$ cat config.mk
export PLATFORM = sky130hd
export DESIGN_NAME = relm_mul_pipe_flat
export DESIGN_NICKNAME = d
export VERILOG_FILES = /design/src/rtl/relm_mul_pipe_pkg.sv /design/src/rtl/relm_mul_pipe_if.sv /design/src/rtl/relm_mul_half.sv /design/src/rtl/relm_mul_pipe.sv /design/src/flat_wrapper.sv
export SDC_FILE = /design/constraint.sdc
export NUM_CORES = 2
export LEC_CHECK = 0
export ABC_AREA = 1
export CAP_MARGIN = 5
export CORE_MARGIN = 3
export CORE_UTILIZATION = 40
export DETAILED_ROUTE_END_ITERATION = 8
export SETUP_SLACK_MARGIN = 0.2
export SYNTH_ARGS = -nofsm -noshare
export SYNTH_HDL_FRONTEND = slang
export SYNTH_SLANG_ARGS = --single-unit
$ cat constraint.sdc
create_clock -name clk -period 8.4 [get_ports clk]
set_clock_uncertainty 0.2 [all_clocks]
set_input_delay 2.52 -clock clk [delete_from_list [all_inputs] [get_ports clk]]
set_output_delay 2.52 -clock clk [all_outputs]
set_load 0.02 [all_outputs]
$ cat src/rtl/relm_mul_pipe_pkg.sv
// Shared constants for the relm_mul_pipe multiplier slice.
// Build option RELM_MUL_SIGNED_EN (see relm_mul_pipe.sv) adds signed multiply.
package relm_mul_pipe_pkg;

  localparam int unsigned RELM_WD = 32;

  // Half-word width used for the partial products; operand width must be even.
  function automatic int unsigned relm_wh(int unsigned wd);
    return wd / 2;
  endfunction

endpackage

$ cat src/rtl/relm_mul_pipe_if.sv
// Operand/result bundle between the ALU extension and relm_mul_pipe.
// signed_in exists only when RELM_MUL_SIGNED_EN is defined.
interface relm_mul_pipe_if
  import relm_mul_pipe_pkg::*;
#(
  parameter int unsigned WD = RELM_WD
) ();

  logic            en_in;
  logic            flush_in;
  logic            valid_in;
  logic [WD-1:0]   a_in;
  logic [WD-1:0]   x_in;
`ifdef RELM_MUL_SIGNED_EN
  logic            signed_in;
`endif
  logic [2*WD-1:0] ax_out;
  logic            valid_out;
  logic            busy_out;

`ifdef RELM_MUL_SIGNED_EN
  modport master (
    output en_in, flush_in, valid_in, a_in, x_in, signed_in,
    input  ax_out, valid_out, busy_out
  );
  modport slave (
    input  en_in, flush_in, valid_in, a_in, x_in, signed_in,
    output ax_out, valid_out, busy_out
  );
`else
  modport master (
    output en_in, flush_in, valid_in, a_in, x_in,
    input  ax_out, valid_out, busy_out
  );
  modport slave (
    input  en_in, flush_in, valid_in, a_in, x_in,
    output ax_out, valid_out, busy_out
  );
`endif

endinterface

$ cat src/rtl/relm_mul_half.sv
// Registered WH x WH unsigned multiplier with load enable and async reset.
module relm_mul_half
  import relm_mul_pipe_pkg::*;
#(
  parameter int unsigned WH = relm_wh(RELM_WD)
) (
  input  logic            clk,
  input  logic            rst_n,
  input  logic            en,
  input  logic            load,
  input  logic [WH-1:0]   a,
  input  logic [WH-1:0]   b,
  output logic [2*WH-1:0] p
);

  logic [2*WH-1:0] a_ext;
  logic [2*WH-1:0] b_ext;

  always_comb begin
    a_ext = {{WH{1'b0}}, a};
    b_ext = {{WH{1'b0}}, b};
  end

  always_ff @(posedge clk or negedge rst_n) begin
    if (!rst_n) begin
      p <= '0;
    end else if (en && load) begin
      p <= a_ext * b_ext;
    end
  end

endmodule

$ cat src/rtl/relm_mul_pipe.sv
// Two-stage WD x WD -> 2*WD multiplier feeding the ALU's mul_ax input.
// Define RELM_MUL_SIGNED_EN to add signed_in and two's-complement correction.
module relm_mul_pipe
  import relm_mul_pipe_pkg::*;
#(
  parameter int unsigned WD = RELM_WD
) (
  input  logic            clk,
  input  logic            rst_n,
  relm_mul_pipe_if.slave  bus
);

  localparam int unsigned WH = relm_wh(WD);

  logic [WD-1:0]   pp_ll, pp_lh, pp_hl, pp_hh;
  logic            v1_q, v2_q;
  logic [2*WD-1:0] ax_q;
  logic [2*WD-1:0] sum;

  relm_mul_half #(.WH(WH)) u_ll (
    .clk(clk), .rst_n(rst_n), .en(bus.en_in), .load(bus.valid_in),
    .a(bus.a_in[WH-1:0]), .b(bus.x_in[WH-1:0]), .p(pp_ll)
  );
  relm_mul_half #(.WH(WH)) u_lh (
    .clk(clk), .rst_n(rst_n), .en(bus.en_in), .load(bus.valid_in),
    .a(bus.a_in[WH-1:0]), .b(bus.x_in[WD-1:WH]), .p(pp_lh)
  );
  relm_mul_half #(.WH(WH)) u_hl (
    .clk(clk), .rst_n(rst_n), .en(bus.en_in), .load(bus.valid_in),
    .a(bus.a_in[WD-1:WH]), .b(bus.x_in[WH-1:0]), .p(pp_hl)
  );
  relm_mul_half #(.WH(WH)) u_hh (
    .clk(clk), .rst_n(rst_n), .en(bus.en_in), .load(bus.valid_in),
    .a(bus.a_in[WD-1:WH]), .b(bus.x_in[WD-1:WH]), .p(pp_hh)
  );

`ifdef RELM_MUL_SIGNED_EN
  logic [WD:0] corr_d, corr_q;

  // Unsigned product minus 2^WD * corr yields the signed product mod 2^(2*WD).
  always_comb begin
    corr_d = '0;
    if (bus.signed_in && bus.a_in[WD-1]) corr_d = corr_d + {1'b0, bus.x_in};
    if (bus.signed_in && bus.x_in[WD-1]) corr_d = corr_d + {1'b0, bus.a_in};
  end

  always_ff @(posedge clk or negedge rst_n) begin
    if (!rst_n) begin
      corr_q <= '0;
    end else if (bus.en_in && bus.valid_in) begin
      corr_q <= corr_d;
    end
  end
`endif

  always_comb begin
    sum = {{WD{1'b0}}, pp_ll}
        + ({{WD{1'b0}}, pp_lh} << WH)
        + ({{WD{1'b0}}, pp_hl} << WH)
        + {pp_hh, {WD{1'b0}}};
`ifdef RELM_MUL_SIGNED_EN
    sum = sum - {corr_q[WD-1:0], {WD{1'b0}}};
`endif
  end

  // Flush clears the valid bits even while stalled; data registers only move when enabled.
  always_ff @(posedge clk or negedge rst_n) begin
    if (!rst_n) begin
      v1_q <= 1'b0;
      v2_q <= 1'b0;
    end else if (bus.en_in) begin
      v1_q <= bus.valid_in & ~bus.flush_in;
      v2_q <= v1_q & ~bus.flush_in;
    end else if (bus.flush_in) begin
      v1_q <= 1'b0;
      v2_q <= 1'b0;
    end
  end

  always_ff @(posedge clk or negedge rst_n) begin
    if (!rst_n) begin
      ax_q <= '0;
    end else if (bus.en_in && v1_q && !bus.flush_in) begin
      ax_q <= sum;
    end
  end

  always_comb begin
    bus.ax_out    = ax_q;
    bus.valid_out = v2_q;
    bus.busy_out  = v1_q | v2_q;
  end

endmodule

$ cat src/flat_wrapper.sv
// flat-port wrapper written by rule: the top's interface ports become plain ports
module relm_mul_pipe_flat import relm_mul_pipe_pkg::*;
#(
  parameter int unsigned WD = RELM_WD
)
  (clk, rst_n, bus_en_in, bus_flush_in, bus_valid_in, bus_a_in, bus_x_in, bus_ax_out, bus_valid_out, bus_busy_out);
  relm_mul_pipe_if #(.WD(WD)) bus_i ();
  input  logic clk;
  input  logic rst_n;
  input wire logic [$bits(bus_i.en_in)-1:0] bus_en_in;
  input wire logic [$bits(bus_i.flush_in)-1:0] bus_flush_in;
  input wire logic [$bits(bus_i.valid_in)-1:0] bus_valid_in;
  input wire logic [$bits(bus_i.a_in)-1:0] bus_a_in;
  input wire logic [$bits(bus_i.x_in)-1:0] bus_x_in;
  output wire logic [$bits(bus_i.ax_out)-1:0] bus_ax_out;
  output wire logic [$bits(bus_i.valid_out)-1:0] bus_valid_out;
  output wire logic [$bits(bus_i.busy_out)-1:0] bus_busy_out;
  assign bus_i.en_in = bus_en_in;
  assign bus_i.flush_in = bus_flush_in;
  assign bus_i.valid_in = bus_valid_in;
  assign bus_i.a_in = bus_a_in;
  assign bus_i.x_in = bus_x_in;
  assign bus_ax_out = bus_i.ax_out;
  assign bus_valid_out = bus_i.valid_out;
  assign bus_busy_out = bus_i.busy_out;
  relm_mul_pipe #(.WD(WD)) u_core (.clk(clk), .rst_n(rst_n), .bus(bus_i));
endmodule
==> results.md <==
- RePlAce Congestion: 0.965
- Worst-margin pin slew: around 0.89 ns
- Reg2Reg Capture Point: u_core.bus.ax_out[54]
- Synth Area in Adders: roughly 45%
- RSZ-0062 raised after global routing: true
- Mapped Cells: a little under 7k
- Core box area: roughly 120000 um^2
- I/O Pins: around 140
- Largest family of logic cells by synthesized area: adder cells
- Number of global-route vias before repair: between 40k and 50k
- DR DRC count: 0
- Hold Vio Cnt, Final: 0
- Reg2Reg Depth: 23
- Post-Route WL: between 100000 and 150000 um
- TritonCTS clock tree: built
- Initial core utilization: 40.4%
- Crit end category: flop
- Global route total overflow: 0
- Post-Syn Area: around 49000 um^2
- Post-synthesis xor/xnor area fraction: between 1.5 and 2%
- Synth Area in Compound Gates: 4.26%
- Simple-gate portion of the synthesized area: a little under a quarter
- Startpoint types: input pin
- Cell row count: about 130
- Post-synth top cells: nand2_1 (2081), inv_1 (1808), fa_1 (794)
- Drt initial violations: roughly 3.5k
- Detailed-route via count: around 42k
- Clk buf depth: 2
- Fin Setup TNS: 0 ns
- Pin count of the biggest net entering global routing: approximately 150
- Fin. max-slew vios: 0
- Min Tclk post-route: around 8 ns
- Clk slew on worst S/H paths: around 0.080 ns
- Net Count, Synth: between 8k and 9k
- Reg2reg start: u_core.u_ll.p[16]
- R2R setup slack: roughly 3.8 ns
- Max Fclk: 124 MHz
- Clk_lat worst skew: approximately 0.50 ns
- First-pass GRT wire length: approximately 240000 um
- Flops & latches, synth: 194
- Class of the worst hold path: flop to flop
- Max-slew headroom: slightly above 40%
- Area Overhead vs Synth: 12.7%
- Post-Syn Area per Cell: 7.18 um^2
- DR pass1 iterations: 5
- Maxcap violations: 0
- Antenna-violating nets left: 0
- Post-CTS Setup Bufs: 0
- Clock root buffer: clkbuf_16
- Share of synthesized area spent on multiplexers: 0%
- Drt via density: 4.92
- Status: finished, final reports clean
- Port Buffers: 134
- Post-synth cell types: 42
- CP Capture Point: u_core.u_hh.p[27]
- Post-synth EDFFs: 0
- Crit path DAT: between 8 and 9 ns
- Most frequent cell after synthesis: nand2_1
- Wire per inst: ~17 um
- # setup viols final: 0
- Antenna violations before repair: 2
- Dominant synthesized flop cell: dfrtp_1
- Die height: 355 um
- Crit path from: bus_a_in[23]
- Die Width: about 350 um
- Detailed placer's ending HPWL: between 100000 and 150000 um
- Post_cts resized: 0
- Crit path max fanout: 26
- Die area: about 130000 um^2
- Critical path type: input pin to flop
- Worst EP required: between 8 and 9 ns
- Final Cycle Share: a little over nine tenths
- Gr usage total: 24.3%
- Sequential area share after synthesis: under 10%
- TritonCTS buffer count: 17
- Yosys warns: 0
- H-tree Lvls: 4
- Asr flop ratio synth: 100%
- Top cells by area, synth: fa_1 (33%), nand2_1 (16%), inv_1 (14%)
- Synth area leader: fa_1
- CTS Sinks: slightly below 200
- Share of cells above drive strength 1: 6.11%
- Share of the synthesized area in the top cell type: 32.6%
- Final #Nets: 8340
- Hold_buf cts: 0
==> metal layers <==
metal / vias up / share of wire, % / track usage (%)
met5: - / 0 / 0
met4: 0 / 2.5 / 6.03
met3: 155 / 8.1 / 3.54
met2: 1432 / 42 / 36.5
met1: 20700 / 47 / 36.6
li1: 20200 / - / -
==> critical path: stages <==
cell             delay, ns
clkdlybuf4s50_1       0.51
buf_12                0.21
buf_4                 0.19
nand2_1               0.05
inv_1                 0.08
fa_1                  0.42
inv_1                 0.08
fa_1                  0.43
fa_1                  0.52
inv_1                 0.05
fa_1                  0.48
fa_1                  0.49
inv_1                 0.05
fa_1                  0.48
inv_1                 0.04
ha_1                  0.33
a21oi_1               0.12
o21ai_0               0.40
a21o_1                0.22
nand2_1               0.09
nand3_1               0.07
nand2_1               0.05
nand3_1               0.23
nand2_1               0.09
==> kinds of logic after synthesis <==
family / Yosys count
flops: 194
simple gates: 2779
xor+xnor: 92
compound gates: 388
buf+inv: 2058
fa+ha+maj: 1276
==> cell type report <==
class | instances | area [um^2]
Inverter | 1826 | 6860
Timing Repair Buffer | 421 | 4370
Clock inverter | 15 | 186
Multi-Input combinational cell | 4535 | 36200
Tap cell | 1612 | 2020
Antenna cell | 2 | 5.00
Clock buffer | 17 | 425
Sequential cell | 194 | 4850
Fill cell | 12400 | 65600
==> through the flow <==
step                area [um^2]  instances  util, %  hold WS [ns]  worst slack (ns)
floorplan                 48700       6787        -         0.249             0.906
global placement          54200       8586     45.0         0.258            -0.149
detailed placement        54200       8586     45.0         0.259            -0.178
CTS                       54800       8618     45.5         0.278             0.385
global route              54900       8620     45.6         0.304             0.199
finish                    54900       8622     45.6         0.270             0.352
==> sequential cells by signal (all words and copies together), names as in the netlist <==
name	cells
u_core.bus.ax_out	64
u_core.u_hh.p	32
u_core.u_hl.p	32
u_core.u_lh.p	32
u_core.u_ll.p	32
u_core.bus.valid_out	1
u_core.v1_q	1
==> cell usage in the layout (no fill, tap or decap), drive strengths merged, types with 24 or more instances in the layout <==
cell	instances
nand2	2107
inv	1832
fa	794
ha	482
nor2	288
buf	285
nand3	250
dfrtp	194
o21ai	171
a21oi	163
clkdlybuf4s50	130
xnor2	62
nand4	48
nor3	44
xor2	30
nand3b	24
==> worst min path at each step <==
stage	startpoint	cells past startpoint	end	slack [ns]
after global routing	u_core.u_ll.p[4]	2	u_core.bus.ax_out[4]	0.30
after CTS	u_core.bus.ax_out[16]	2	u_core.bus.ax_out[16]	0.28
after detailed placement	u_core.bus.ax_out[16]	2	u_core.bus.ax_out[16]	0.26
final	u_core.bus.ax_out[16]	2	u_core.bus.ax_out[16]	0.27
after global placement	u_core.u_ll.p[10]	2	u_core.bus.ax_out[10]	0.26
after floorplan	u_core.u_hl.p[17]	2	u_core.u_hl.p[17]	0.25
Power is left out: the tool's default activity adds up to more than one toggle a clock period on the data nets, which glitch-free logic cannot reach.
